--- src/rtl/nq_ex_pkg.sv ---
// Shared constants, state encoding and sign-extension helper for the NanoQuarter execute stage.
package nq_ex_pkg;

  localparam int unsigned XW = 64;

  localparam logic [1:0] OP_R    = 2'b00;
  localparam logic [1:0] OP_I    = 2'b01;
  localparam logic [1:0] OP_MEM  = 2'b10;
  localparam logic [1:0] OP_CTRL = 2'b11;

  localparam logic [2:0] F_ADD = 3'b000;
  localparam logic [2:0] F_SUB = 3'b001;
  localparam logic [2:0] F_AND = 3'b010;
  localparam logic [2:0] F_OR  = 3'b011;
  localparam logic [2:0] F_XOR = 3'b100;
  localparam logic [2:0] F_SLL = 3'b101;
  localparam logic [2:0] F_SRL = 3'b110;
  localparam logic [2:0] F_MUL = 3'b111;

  localparam logic [2:0] FI_ADDI = 3'b000;
  localparam logic [2:0] FI_ORI  = 3'b001;

  typedef enum logic [1:0] {
    S_IDLE = 2'd0,
    S_MUL  = 2'd1,
    S_MEM  = 2'd2
  } state_e;

  // Sign-extends the low w bits of v to XW bits; callers cast down to the width they need.
  function automatic logic [XW-1:0] sext_w(input logic [XW-1:0] v, input int unsigned w);
    logic [XW-1:0] keep;
    logic          sign;
    keep = (XW'(1) << w) - XW'(1);
    sign = |(v & (XW'(1) << (w - 1)));
    return sign ? (v | ~keep) : (v & keep);
  endfunction

endpackage

--- src/rtl/nq_ex_if.sv ---
// Instruction, memory, writeback and redirect signals of the execute stage.
interface nq_ex_if #(
  parameter int unsigned DATA_W  = 16,
  parameter int unsigned PC_W    = 32,
  parameter int unsigned IMM_W   = 8,
  parameter int unsigned BOFF_W  = 5,
  parameter int unsigned ADDR_W  = 16,
  parameter int unsigned SHAMT_W = $clog2(DATA_W)
);
  logic               in_valid;
  logic               in_ready;
  logic [1:0]         in_op;
  logic [2:0]         in_funct;
  logic [SHAMT_W-1:0] in_shamt;
  logic [DATA_W-1:0]  in_reg1;
  logic [DATA_W-1:0]  in_reg2;
  logic [IMM_W-1:0]   in_imm;
  logic [IMM_W-1:0]   in_jtarget;
  logic [BOFF_W-1:0]  in_boff;
  logic               in_bne;
  logic               in_jmp;
  logic               in_jr;
  logic               in_memread;
  logic               in_memwrite;
  logic [2:0]         in_rd;
  logic [PC_W-1:0]    in_pc;

  logic               mem_req;
  logic               mem_we;
  logic [ADDR_W-1:0]  mem_addr;
  logic [DATA_W-1:0]  mem_wdata;
  logic               mem_ack;
  logic [DATA_W-1:0]  mem_rdata;

  logic               out_valid;
  logic               out_ready;
  logic [DATA_W-1:0]  out_result;
  logic [2:0]         out_rd;
  logic               out_regwrite;

  logic               redirect_valid;
  logic [PC_W-1:0]    redirect_pc;

  modport slave (
    input  in_valid, in_op, in_funct, in_shamt, in_reg1, in_reg2, in_imm, in_jtarget,
           in_boff, in_bne, in_jmp, in_jr, in_memread, in_memwrite, in_rd, in_pc,
    output in_ready,
    output mem_req, mem_we, mem_addr, mem_wdata,
    input  mem_ack, mem_rdata,
    output out_valid, out_result, out_rd, out_regwrite,
    input  out_ready,
    output redirect_valid, redirect_pc
  );

  modport master (
    output in_valid, in_op, in_funct, in_shamt, in_reg1, in_reg2, in_imm, in_jtarget,
           in_boff, in_bne, in_jmp, in_jr, in_memread, in_memwrite, in_rd, in_pc,
    input  in_ready,
    input  mem_req, mem_we, mem_addr, mem_wdata,
    output mem_ack, mem_rdata,
    input  out_valid, out_result, out_rd, out_regwrite,
    output out_ready,
    input  redirect_valid, redirect_pc
  );
endinterface

--- src/rtl/nq_iter_mul.sv ---
// Shift-add multiplier: start loads operands, done pulses W cycles later with the low W product bits.
module nq_iter_mul #(
  parameter int unsigned W = 16
) (
  input  logic         clk,
  input  logic         rst,
  input  logic         start,
  input  logic [W-1:0] a,
  input  logic [W-1:0] b,
  output logic         done,
  output logic [W-1:0] product
);
  localparam int unsigned CNT_W = $clog2(W + 1);

  logic [W-1:0]     acc_q, acc_d, a_q, a_d, b_q, b_d, acc_step;
  logic [CNT_W-1:0] cnt_q, cnt_d;
  logic             busy_q, busy_d;

  // The final partial sum is exposed combinationally so the result lands on the done edge.
  assign acc_step = acc_q + (b_q[0] ? a_q : '0);
  assign done     = busy_q && (cnt_q == CNT_W'(W - 1));
  assign product  = acc_step;

  always_comb begin
    acc_d  = acc_q;
    a_d    = a_q;
    b_d    = b_q;
    cnt_d  = cnt_q;
    busy_d = busy_q;
    if (start) begin
      acc_d  = '0;
      a_d    = a;
      b_d    = b;
      cnt_d  = '0;
      busy_d = 1'b1;
    end else if (busy_q) begin
      acc_d  = acc_step;
      a_d    = a_q << 1;
      b_d    = b_q >> 1;
      cnt_d  = cnt_q + CNT_W'(1);
      busy_d = !done;
    end
  end

  always_ff @(posedge clk or negedge rst) begin
    if (!rst) begin
      acc_q  <= '0;
      a_q    <= '0;
      b_q    <= '0;
      cnt_q  <= '0;
      busy_q <= 1'b0;
    end else begin
      acc_q  <= acc_d;
      a_q    <= a_d;
      b_q    <= b_d;
      cnt_q  <= cnt_d;
      busy_q <= busy_d;
    end
  end
endmodule

--- src/rtl/nq_ex_stage.sv ---
// Registered NanoQuarter execute stage: ALU, load/store, branch/jump redirect.
// Define NQ_EX_MUL_EN to build the iterative multiplier and MUL state.
module nq_ex_stage
  import nq_ex_pkg::*;
#(
  parameter int unsigned DATA_W  = 16,
  parameter int unsigned PC_W    = 32,
  parameter int unsigned IMM_W   = 8,
  parameter int unsigned BOFF_W  = 5,
  parameter int unsigned ADDR_W  = 16,
  parameter int unsigned SHAMT_W = $clog2(DATA_W)
) (
  input  logic    clk,
  input  logic    rst,
  nq_ex_if.slave  bus
);
  state_e            state_q, state_d;
  logic              out_valid_q, out_valid_d;
  logic [DATA_W-1:0] out_result_q, out_result_d;
  logic [2:0]        out_rd_q, out_rd_d, rd_q, rd_d;
  logic              out_regwrite_q, out_regwrite_d;
  logic              redirect_valid_q, redirect_valid_d;
  logic [PC_W-1:0]   redirect_pc_q, redirect_pc_d;
  logic              mem_req_q, mem_req_d, mem_we_q, mem_we_d;
  logic [ADDR_W-1:0] mem_addr_q, mem_addr_d;
  logic [DATA_W-1:0] mem_wdata_q, mem_wdata_d;

  logic              in_ready, accept, ctrl_taken;
  logic [DATA_W-1:0] imm_s, r_result;
  logic [PC_W-1:0]   ctrl_target;

`ifdef NQ_EX_MUL_EN
  logic              mul_start, mul_done;
  logic [DATA_W-1:0] mul_product;

  nq_iter_mul #(.W(DATA_W)) u_mul (
    .clk     (clk),
    .rst     (rst),
    .start   (mul_start),
    .a       (bus.in_reg1),
    .b       (bus.in_reg2),
    .done    (mul_done),
    .product (mul_product)
  );
`endif

  // Gating with rst holds in_ready low while reset is asserted.
  assign in_ready = rst && (state_q == S_IDLE) && (!out_valid_q || bus.out_ready);
  assign accept   = bus.in_valid && in_ready;

  always_comb begin
    imm_s = DATA_W'(sext_w(XW'(bus.in_imm), IMM_W));
    case (bus.in_funct)
      F_ADD:   r_result = bus.in_reg1 + bus.in_reg2;
      F_SUB:   r_result = bus.in_reg1 - bus.in_reg2;
      F_AND:   r_result = bus.in_reg1 & bus.in_reg2;
      F_OR:    r_result = bus.in_reg1 | bus.in_reg2;
      F_XOR:   r_result = bus.in_reg1 ^ bus.in_reg2;
      F_SLL:   r_result = bus.in_reg1 << bus.in_shamt;
      F_SRL:   r_result = bus.in_reg1 >> bus.in_shamt;
      default: r_result = '0;
    endcase
    ctrl_taken  = 1'b0;
    ctrl_target = '0;
    if (bus.in_jr) begin
      ctrl_taken  = 1'b1;
      ctrl_target = PC_W'(bus.in_reg1);
    end else if (bus.in_jmp) begin
      ctrl_taken  = 1'b1;
      ctrl_target = bus.in_pc + PC_W'(sext_w(XW'(bus.in_jtarget), IMM_W));
    end else if (bus.in_bne) begin
      ctrl_taken  = (bus.in_reg1 != bus.in_reg2);
      ctrl_target = bus.in_pc + PC_W'(1) + PC_W'(sext_w(XW'(bus.in_boff), BOFF_W));
    end
  end

  always_comb begin
    state_d          = state_q;
    out_valid_d      = out_valid_q && !bus.out_ready;
    out_result_d     = out_result_q;
    out_rd_d         = out_rd_q;
    out_regwrite_d   = out_regwrite_q;
    redirect_valid_d = 1'b0;
    redirect_pc_d    = redirect_pc_q;
    mem_req_d        = mem_req_q;
    mem_we_d         = mem_we_q;
    mem_addr_d       = mem_addr_q;
    mem_wdata_d      = mem_wdata_q;
    rd_d             = rd_q;
`ifdef NQ_EX_MUL_EN
    mul_start        = 1'b0;
`endif
    case (state_q)
      S_IDLE: begin
        if (accept) begin
          case (bus.in_op)
            OP_R: begin
              out_rd_d = bus.in_rd;
              if (bus.in_funct == F_MUL) begin
`ifdef NQ_EX_MUL_EN
                state_d   = S_MUL;
                mul_start = 1'b1;
                rd_d      = bus.in_rd;
`else
                out_valid_d    = 1'b1;
                out_result_d   = '0;
                out_regwrite_d = 1'b0;
`endif
              end else begin
                out_valid_d    = 1'b1;
                out_result_d   = r_result;
                out_regwrite_d = 1'b1;
              end
            end
            OP_I: begin
              out_valid_d = 1'b1;
              out_rd_d    = bus.in_rd;
              case (bus.in_funct)
                FI_ADDI: begin
                  out_result_d   = bus.in_reg1 + imm_s;
                  out_regwrite_d = 1'b1;
                end
                FI_ORI: begin
                  out_result_d   = bus.in_reg1 | DATA_W'(bus.in_imm);
                  out_regwrite_d = 1'b1;
                end
                default: begin
                  out_result_d   = '0;
                  out_regwrite_d = 1'b0;
                end
              endcase
            end
            OP_MEM: begin
              if (bus.in_memread || bus.in_memwrite) begin
                state_d     = S_MEM;
                mem_req_d   = 1'b1;
                mem_we_d    = !bus.in_memread;
                mem_addr_d  = ADDR_W'(bus.in_reg1 + imm_s);
                mem_wdata_d = bus.in_reg2;
                rd_d        = bus.in_rd;
              end else begin
                out_valid_d    = 1'b1;
                out_result_d   = '0;
                out_rd_d       = bus.in_rd;
                out_regwrite_d = 1'b0;
              end
            end
            default: begin
              if (ctrl_taken) begin
                redirect_valid_d = 1'b1;
                redirect_pc_d    = ctrl_target;
              end
            end
          endcase
        end
      end
`ifdef NQ_EX_MUL_EN
      S_MUL: begin
        if (mul_done) begin
          state_d        = S_IDLE;
          out_valid_d    = 1'b1;
          out_result_d   = mul_product;
          out_rd_d       = rd_q;
          out_regwrite_d = 1'b1;
        end
      end
`endif
      S_MEM: begin
        if (bus.mem_ack) begin
          state_d   = S_IDLE;
          mem_req_d = 1'b0;
          if (!mem_we_q) begin
            out_valid_d    = 1'b1;
            out_result_d   = bus.mem_rdata;
            out_rd_d       = rd_q;
            out_regwrite_d = 1'b1;
          end
        end
      end
      default: state_d = S_IDLE;
    endcase
  end

  always_ff @(posedge clk or negedge rst) begin
    if (!rst) begin
      state_q          <= S_IDLE;
      out_valid_q      <= 1'b0;
      out_result_q     <= '0;
      out_rd_q         <= '0;
      out_regwrite_q   <= 1'b0;
      redirect_valid_q <= 1'b0;
      redirect_pc_q    <= '0;
      mem_req_q        <= 1'b0;
      mem_we_q         <= 1'b0;
      mem_addr_q       <= '0;
      mem_wdata_q      <= '0;
      rd_q             <= '0;
    end else begin
      state_q          <= state_d;
      out_valid_q      <= out_valid_d;
      out_result_q     <= out_result_d;
      out_rd_q         <= out_rd_d;
      out_regwrite_q   <= out_regwrite_d;
      redirect_valid_q <= redirect_valid_d;
      redirect_pc_q    <= redirect_pc_d;
      mem_req_q        <= mem_req_d;
      mem_we_q         <= mem_we_d;
      mem_addr_q       <= mem_addr_d;
      mem_wdata_q      <= mem_wdata_d;
      rd_q             <= rd_d;
    end
  end

  assign bus.in_ready       = in_ready;
  assign bus.out_valid      = out_valid_q;
  assign bus.out_result     = out_result_q;
  assign bus.out_rd         = out_rd_q;
  assign bus.out_regwrite   = out_regwrite_q;
  assign bus.redirect_valid = redirect_valid_q;
  assign bus.redirect_pc    = redirect_pc_q;
  assign bus.mem_req        = mem_req_q;
  assign bus.mem_we         = mem_we_q;
  assign bus.mem_addr       = mem_addr_q;
  assign bus.mem_wdata      = mem_wdata_q;
endmodule
--- src/flat_wrapper.sv ---
// flat-port wrapper written by rule: the top's interface ports become plain ports
module nq_ex_stage_flat import nq_ex_pkg::*;
#(
  parameter int unsigned DATA_W  = 16,
  parameter int unsigned PC_W    = 32,
  parameter int unsigned IMM_W   = 8,
  parameter int unsigned BOFF_W  = 5,
  parameter int unsigned ADDR_W  = 16,
  parameter int unsigned SHAMT_W = $clog2(DATA_W)
)
  (clk, rst, bus_in_valid, bus_in_op, bus_in_funct, bus_in_shamt, bus_in_reg1, bus_in_reg2, bus_in_imm, bus_in_jtarget, bus_in_boff, bus_in_bne, bus_in_jmp, bus_in_jr, bus_in_memread, bus_in_memwrite, bus_in_rd, bus_in_pc, bus_in_ready, bus_mem_req, bus_mem_we, bus_mem_addr, bus_mem_wdata, bus_mem_ack, bus_mem_rdata, bus_out_valid, bus_out_result, bus_out_rd, bus_out_regwrite, bus_out_ready, bus_redirect_valid, bus_redirect_pc);
  nq_ex_if #(.DATA_W(DATA_W), .PC_W(PC_W), .IMM_W(IMM_W), .BOFF_W(BOFF_W), .ADDR_W(ADDR_W), .SHAMT_W(SHAMT_W)) bus_i ();
  input  logic clk;
  input  logic rst;
  input wire logic [$bits(bus_i.in_valid)-1:0] bus_in_valid;
  input wire logic [$bits(bus_i.in_op)-1:0] bus_in_op;
  input wire logic [$bits(bus_i.in_funct)-1:0] bus_in_funct;
  input wire logic [$bits(bus_i.in_shamt)-1:0] bus_in_shamt;
  input wire logic [$bits(bus_i.in_reg1)-1:0] bus_in_reg1;
  input wire logic [$bits(bus_i.in_reg2)-1:0] bus_in_reg2;
  input wire logic [$bits(bus_i.in_imm)-1:0] bus_in_imm;
  input wire logic [$bits(bus_i.in_jtarget)-1:0] bus_in_jtarget;
  input wire logic [$bits(bus_i.in_boff)-1:0] bus_in_boff;
  input wire logic [$bits(bus_i.in_bne)-1:0] bus_in_bne;
  input wire logic [$bits(bus_i.in_jmp)-1:0] bus_in_jmp;
  input wire logic [$bits(bus_i.in_jr)-1:0] bus_in_jr;
  input wire logic [$bits(bus_i.in_memread)-1:0] bus_in_memread;
  input wire logic [$bits(bus_i.in_memwrite)-1:0] bus_in_memwrite;
  input wire logic [$bits(bus_i.in_rd)-1:0] bus_in_rd;
  input wire logic [$bits(bus_i.in_pc)-1:0] bus_in_pc;
  output wire logic [$bits(bus_i.in_ready)-1:0] bus_in_ready;
  output wire logic [$bits(bus_i.mem_req)-1:0] bus_mem_req;
  output wire logic [$bits(bus_i.mem_we)-1:0] bus_mem_we;
  output wire logic [$bits(bus_i.mem_addr)-1:0] bus_mem_addr;
  output wire logic [$bits(bus_i.mem_wdata)-1:0] bus_mem_wdata;
  input wire logic [$bits(bus_i.mem_ack)-1:0] bus_mem_ack;
  input wire logic [$bits(bus_i.mem_rdata)-1:0] bus_mem_rdata;
  output wire logic [$bits(bus_i.out_valid)-1:0] bus_out_valid;
  output wire logic [$bits(bus_i.out_result)-1:0] bus_out_result;
  output wire logic [$bits(bus_i.out_rd)-1:0] bus_out_rd;
  output wire logic [$bits(bus_i.out_regwrite)-1:0] bus_out_regwrite;
  input wire logic [$bits(bus_i.out_ready)-1:0] bus_out_ready;
  output wire logic [$bits(bus_i.redirect_valid)-1:0] bus_redirect_valid;
  output wire logic [$bits(bus_i.redirect_pc)-1:0] bus_redirect_pc;
  assign bus_i.in_valid = bus_in_valid;
  assign bus_i.in_op = bus_in_op;
  assign bus_i.in_funct = bus_in_funct;
  assign bus_i.in_shamt = bus_in_shamt;
  assign bus_i.in_reg1 = bus_in_reg1;
  assign bus_i.in_reg2 = bus_in_reg2;
  assign bus_i.in_imm = bus_in_imm;
  assign bus_i.in_jtarget = bus_in_jtarget;
  assign bus_i.in_boff = bus_in_boff;
  assign bus_i.in_bne = bus_in_bne;
  assign bus_i.in_jmp = bus_in_jmp;
  assign bus_i.in_jr = bus_in_jr;
  assign bus_i.in_memread = bus_in_memread;
  assign bus_i.in_memwrite = bus_in_memwrite;
  assign bus_i.in_rd = bus_in_rd;
  assign bus_i.in_pc = bus_in_pc;
  assign bus_in_ready = bus_i.in_ready;
  assign bus_mem_req = bus_i.mem_req;
  assign bus_mem_we = bus_i.mem_we;
  assign bus_mem_addr = bus_i.mem_addr;
  assign bus_mem_wdata = bus_i.mem_wdata;
  assign bus_i.mem_ack = bus_mem_ack;
  assign bus_i.mem_rdata = bus_mem_rdata;
  assign bus_out_valid = bus_i.out_valid;
  assign bus_out_result = bus_i.out_result;
  assign bus_out_rd = bus_i.out_rd;
  assign bus_out_regwrite = bus_i.out_regwrite;
  assign bus_i.out_ready = bus_out_ready;
  assign bus_redirect_valid = bus_i.redirect_valid;
  assign bus_redirect_pc = bus_i.redirect_pc;
  nq_ex_stage #(.DATA_W(DATA_W), .PC_W(PC_W), .IMM_W(IMM_W), .BOFF_W(BOFF_W), .ADDR_W(ADDR_W), .SHAMT_W(SHAMT_W)) u_core (.clk(clk), .rst(rst), .bus(bus_i));
endmodule
--- config.mk ---
export PLATFORM = sky130hd
export DESIGN_NAME = nq_ex_stage_flat
export DESIGN_NICKNAME = d
export VERILOG_FILES = /design/src/rtl/nq_ex_pkg.sv /design/src/rtl/nq_ex_if.sv /design/src/rtl/nq_iter_mul.sv /design/src/rtl/nq_ex_stage.sv /design/src/flat_wrapper.sv
export SDC_FILE = /design/constraint.sdc
export NUM_CORES = 1
export LEC_CHECK = 0
export CAP_MARGIN = 15
export CORE_MARGIN = 4
export CORE_UTILIZATION = 51
export DETAILED_ROUTE_END_ITERATION = 8
export PLACE_DENSITY = 0.76
export REMOVE_ABC_BUFFERS = 1
export SYNTH_ARGS = -nofsm -noshare
export SYNTH_HDL_FRONTEND = slang
export SYNTH_SLANG_ARGS = --single-unit
--- constraint.sdc ---
create_clock -name clk -period 4.89 [get_ports clk]
set_input_delay 1.2225 -clock clk [delete_from_list [all_inputs] [get_ports clk]]
set_output_delay 1.2225 -clock clk [all_outputs]
set_load 0.01 [all_outputs]
* Yosys cells after proc, flatten, opt, wreduce, memory -nomap -nowiden
Cells that the tools add are included.
Operators by class: reductions and logical operators 22, $add $sub $neg 6, shift operators 2, equality and inequality tests 19, bitwise gates (word level) 5, mux-type cells 52
Operator list (number):
- $mux W32 | 5
- $pmux W16 S7 | 1
- $mux W16 | 6
- $add A32 B32 Y32 | 2
- $pmux W16 S2 | 2
- $pmux W16 S3 | 1
- $add A16 B16 Y16 | 2
- $add A32 B1 Y32 const B | 1
- $mux W1 | 21
- $and A16 B16 Y16 | 1
- $ne A16 B16 Y1 | 1
- $or A16 B16 Y16 | 1
- $or A16 B8 Y16 | 1
- $shl A16 B4 Y16 | 1
- $shr A16 B4 Y16 | 1
- $sub A16 B16 Y16 | 1
- $xor A16 B16 Y16 | 1
- $eq A3 B3 Y1 const B | 4
- $mux W3 | 4
- $pmux W3 S2 | 2
- $reduce_and A4 Y1 | 3
- $reduce_and A6 Y1 | 2
- $mux W2 | 4
- $ne A2 B2 Y1 const B | 4
- 20 further kinds | 34
Word-level totals: input bits 123, register bits after elaboration 93, output and inout port bits 89, word-level logic and storage cells 118

* Logic depth before layout (Yosys ltp)
depth after elaboration 8, mapped depth 14, gate-level depth less buffers 13

* Worst setup path before layout
No wires, ideal clock.
kind input port to flip-flop, from input port bus_in_pc[0], to register u_core.redirect_pc_q[30] (netlist: u_core.bus.redirect_pc[30]), library setup time 134 ps, cell stages on the path 13, buffers on the path 0, required time 4756 ps, path slack 1137 ps, arrival 3619 ps, cell sequence inv_1 -> ha_1 -> fa_1 -> nand2b_1 -> a21oi_1 -> o211ai_1 -> a21o_1 -> a211o_1 -> a21o_1 -> o2bb2a_1 -> o21ai_1 -> xnor2_1 -> o21ai_0
On the way: longest elaborated chain between the ends 5, elaborated cells between the ends (all ways) 6, those cells by class add/sub: 3; mux: 3
RTL lines:
- start: declaration | line flat_wrapper.sv:30 | input wire logic [$bits(bus_i.in_pc)-1:0] bus_in_pc;
- $add A32 B1 Y32 | line nq_ex_stage.sv:73 | ctrl_target = bus.in_pc + PC_W'(1) + PC_W'(sext_w(XW'(bus.in_boff), BOFF_W));
- $add A32 B32 Y32 | line nq_ex_stage.sv:73
- $mux W32 | line nq_ex_stage.sv:71 | end else if (bus.in_bne) begin
- $mux W32 (*) | line nq_ex_stage.sv:68 | end else if (bus.in_jmp) begin
- $mux W32 (*) | line nq_ex_stage.sv:65 | if (bus.in_jr) begin
- end signal: assignment | line nq_ex_stage.sv:205 | redirect_pc_q <= redirect_pc_d;
- end: declaration | line nq_ex_stage.sv:23 | logic [PC_W-1:0] redirect_pc_q, redirect_pc_d;
Every way passes the cells marked *; elsewhere a longest branch is shown, timed or not. A chain may end at the register's enable or synchronous reset.

* Worst setup path after layout
from input port bus_in_reg1[0], to register u_core.out_result_q[10] (netlist: u_core.bus.out_result[10])
On the way: longest elaborated chain between the ends 6, elaborated cells between the ends (all ways) 11, those cells by class add/sub: 3; shift: 2; mux: 6
RTL lines:
- start: declaration | line flat_wrapper.sv:19 | input wire logic [$bits(bus_i.in_reg1)-1:0] bus_in_reg1;
- $sub A16 B16 Y16 (tied with other cells) | line nq_ex_stage.sv:55 | F_SUB: r_result = bus.in_reg1 - bus.in_reg2;
- $pmux W16 S7 | line nq_ex_stage.sv:53 | case (bus.in_funct)
- $mux W16 | line nq_ex_stage.sv:99 | if (bus.in_funct == F_MUL) begin
- $pmux W16 S3 (*) | line nq_ex_stage.sv:96 | case (bus.in_op)
- $mux W16 (*) | line nq_ex_stage.sv:95 | if (accept) begin
- $pmux W16 S2 (*) | line nq_ex_stage.sv:93 | case (state_q)
- end signal: assignment | line nq_ex_stage.sv:201 | out_result_q <= out_result_d;
- end: declaration | line nq_ex_stage.sv:19 | logic [DATA_W-1:0] out_result_q, out_result_d;
Every way passes the cells marked *; elsewhere a longest branch is shown, timed or not. The select of a mux whose other input is x is not followed.

==> summary.txt <==
status - complete, no violations
fraction of the mapped netlist area in simple logic gates - 0.171
antenna viol nets, final - 0
first drt pass iteration count - 5
RSZ-0062 raised after global routing - false
full die area - 0.0255 sq mm
crit path capture - u_core.bus.out_result[10]$_DFFE_PN0P_
Post-CTS Hold Buffers - 0
cell area after synthesis - 0.0117 sq mm
Yosys warning count - 0
P per Cell Area - 265 mW/mm^2
Mapped Cells - 1533
Via density - 6.39
Max-slew headroom - 0.384
Post-synth ARST share - 1.00
DIE WIDTH - 160 um
fin crit share - 0.930
EDFF count, synth - 0
multi-input logic area - 0.00880 sq mm
worst hold path type - flop to flop
RR Startpoint - u_core.state_q[1]$_DFFE_PN0P_
clk sinks - 91
Slew Viols, Final - 0
Post-CTS Resized - 0
Leak Pwr - 0.00644 uW
sequential fraction of the synthesis area - 0.194
share of cells above drive strength 1 - 0.0814
starting density of the core - 0.518
largest net degree at the start of global routing - 50
fmax - 220 MHz
Sequential cell area - 0.00228 sq mm
PortBufs - 211
grt total ovfl - 0
dpl hpwl - 35900 um
CP Capture Type - flop
register bit total from synthesis - 91
final hold vios - 0
core area - 0.0226 sq mm
Avg Inst Size Synth - 7.65 sq um
CP Data Required Time - 5.10 ns
fin util - 0.652
Synth cell types - 85
TritonCTS clock tree - built
Num CTS Buffers - 9
Worst EP arrival - 4.76 ns
top-count cell post-synth - nor2_1
GP Congestion - 1.02
Primary FF master, synth - dfrtp_1
Max Cap Viol - 0
mux cell area share after synthesis - 0.0546
reg2reg path depth - 10
largest family of logic cells by synthesized area - compound AO/OA/AOI/OAI gates
final setup fails - 0
clk buf depth - 2
Worst Setup Path Type - input port to flop
first-pass GRT wire length - 68900 um
skew final - 0.0127 ns
Rows - 55
crit path from - bus_in_reg1[0]
all-layer global routing usage - 0.335
synth top area cells - dfrtp_1, ha_1, o21ai_0
Startpoint Class - input port
H-tree levels - 3
crit-path max FO - 6
peak supply drop - 0.190 mV
nets - 2019
root buf cell - clkbuf_16
DRC - 0
Clk Latency, worst-skew pair - 0.36 ns
commonest cells in the synthesized netlist - nor2_1, o21ai_0, ha_1, nand2_1, a21oi_1
area grow syn2layout - 25.8%
Die H - 160 um
adder-cell share of the synthesized area - 0.157
reg-to-reg endpoint - u_core.bus.redirect_pc[27]$_DFFE_PN0P_
cell taking the most area after synthesis - dfrtp_1
setup bufs post-CTS - 0
hold depth - 2
vias post-DR - 13.1k
Worst Tran Pin Value - 0.921 ns
WL per Instance - 21.9 um
vias in the first global route - 12.6k
CTS clock-pin slew for the worst setup and hold paths - 0.07 ns
fin crit period - 4.55 ns
I/O Pins - 212
Compound-Gate Fraction of Synth Area - 0.316
share of the synthesized area in the top cell type - 0.194
Iter 0 DRT Violations - 1122
reg2reg setup slack - 2.40 ns
Post-Synth XOR/XNOR Area - 0.0508
Inst Count DP - 2026
# diodes - 0
Post-Layout Cell Count - 2042
Filler Cell Count - 2045
initial antenna violation count - 2
setup TNS - 0 ns
Post-Route WL - 44800 um
logic make-up after synthesis:
family / after synthesis
compound gates: 568
simple gates: 441
buf+inv: 167
fa+ha+maj: 144
flops: 91
xor+xnor: 68
mux: 54
power breakdown:
part	leakage, uW	internal (uW)	switching, uW
clock network	0.000144	370	351
registers	0.00114	968	144
logic	0.00516	997	1070
routing by layer:
metal  vias to the layer above  track usage  wire length, um
li1                       6116            -                -
met1                      6159        0.435            18400
met2                       670        0.569            21200
met3                       105       0.0472             3520
met4                         2        0.121             1630
met5                         -            0               11
state kept, by name, indices dropped and copies added, names as in the netlist, 3 cells and up:
signal	cells
u_core.bus.mem_wdata	16
u_core.rd_q	3
u_core.bus.out_result	16
u_core.bus.mem_addr	16
u_core.bus.out_rd	3
u_core.bus.redirect_pc	32
cell usage in the layout (no fill, tap or decap), types with 26 or more instances in the layout:
master           netlist  final
nand2_1              127    126
clkdlybuf4s50_1        0    210
ha_1                 139    139
o21ai_0              147    147
a21o_1                32     32
a21oi_1              126    126
inv_1                 89     89
mux2i_1               28     28
dfrtp_1               91     91
xnor2_1               50     50
a22oi_1               26     26
nand3_1               26     26
buf_4                  2     72
nor2_1               156    156
a211oi_1              35     35
o22ai_1               27     27
nor3_1                38     38
worst max-delay path, cell delays in order:
cell and delay (ns):
clkdlybuf4s50_1 0.60, ha_1 0.34, fa_1 0.45, a211oi_1 0.29, o21bai_1 0.12, a21oi_1 0.24, o21bai_1 0.19, a21oi_1 0.20
xor2_1 0.26, nor3_1 0.08, a2111oi_0 0.61, a211oi_1 0.15
cell type report:
type,count,area share
Clock inverter,6,0.00390
Multi-Input combinational cell,1275,0.596
Clock buffer,10,0.0162
Inverter,91,0.0232
Sequential cell,91,0.154
Tap cell,285,0.0242
Timing Repair Buffer,284,0.182
metrics by stage:
stage / hold slack [ns] / setup WS (ns) / power [uW] / area (sq um)
after floorplan: 0.479 / 1.13 / 2150 / 11400
after global placement: 0.460 / 0.151 / 3140 / 14500
after detailed placement: 0.469 / 0.0762 / 3160 / 14500
after CTS: 0.486 / 0.454 / 3890 / 14800
after global routing: 0.507 / 0.199 / 4130 / 14800
final: 0.476 / 0.343 / 3900 / 14800
worst min-delay path by stage:
stage	start	end	slack, ns
after floorplan	u_core.rd_q[0]$_DFFE_PN0P_	u_core.rd_q[0]$_DFFE_PN0P_	0.48
after global placement	u_core.bus.mem_wdata[8]$_DFFE_PN0P_	u_core.bus.mem_wdata[8]$_DFFE_PN0P_	0.46
after detailed placement	u_core.bus.mem_wdata[13]$_DFFE_PN0P_	u_core.bus.mem_wdata[13]$_DFFE_PN0P_	0.47
after CTS	u_core.bus.mem_wdata[2]$_DFFE_PN0P_	u_core.bus.mem_wdata[2]$_DFFE_PN0P_	0.49
after global routing	u_core.bus.mem_wdata[0]$_DFFE_PN0P_	u_core.bus.mem_wdata[0]$_DFFE_PN0P_	0.51
final	u_core.bus.mem_wdata[1]$_DFFE_PN0P_	u_core.bus.mem_wdata[1]$_DFFE_PN0P_	0.48
Power figures use the tool's default switching activity.
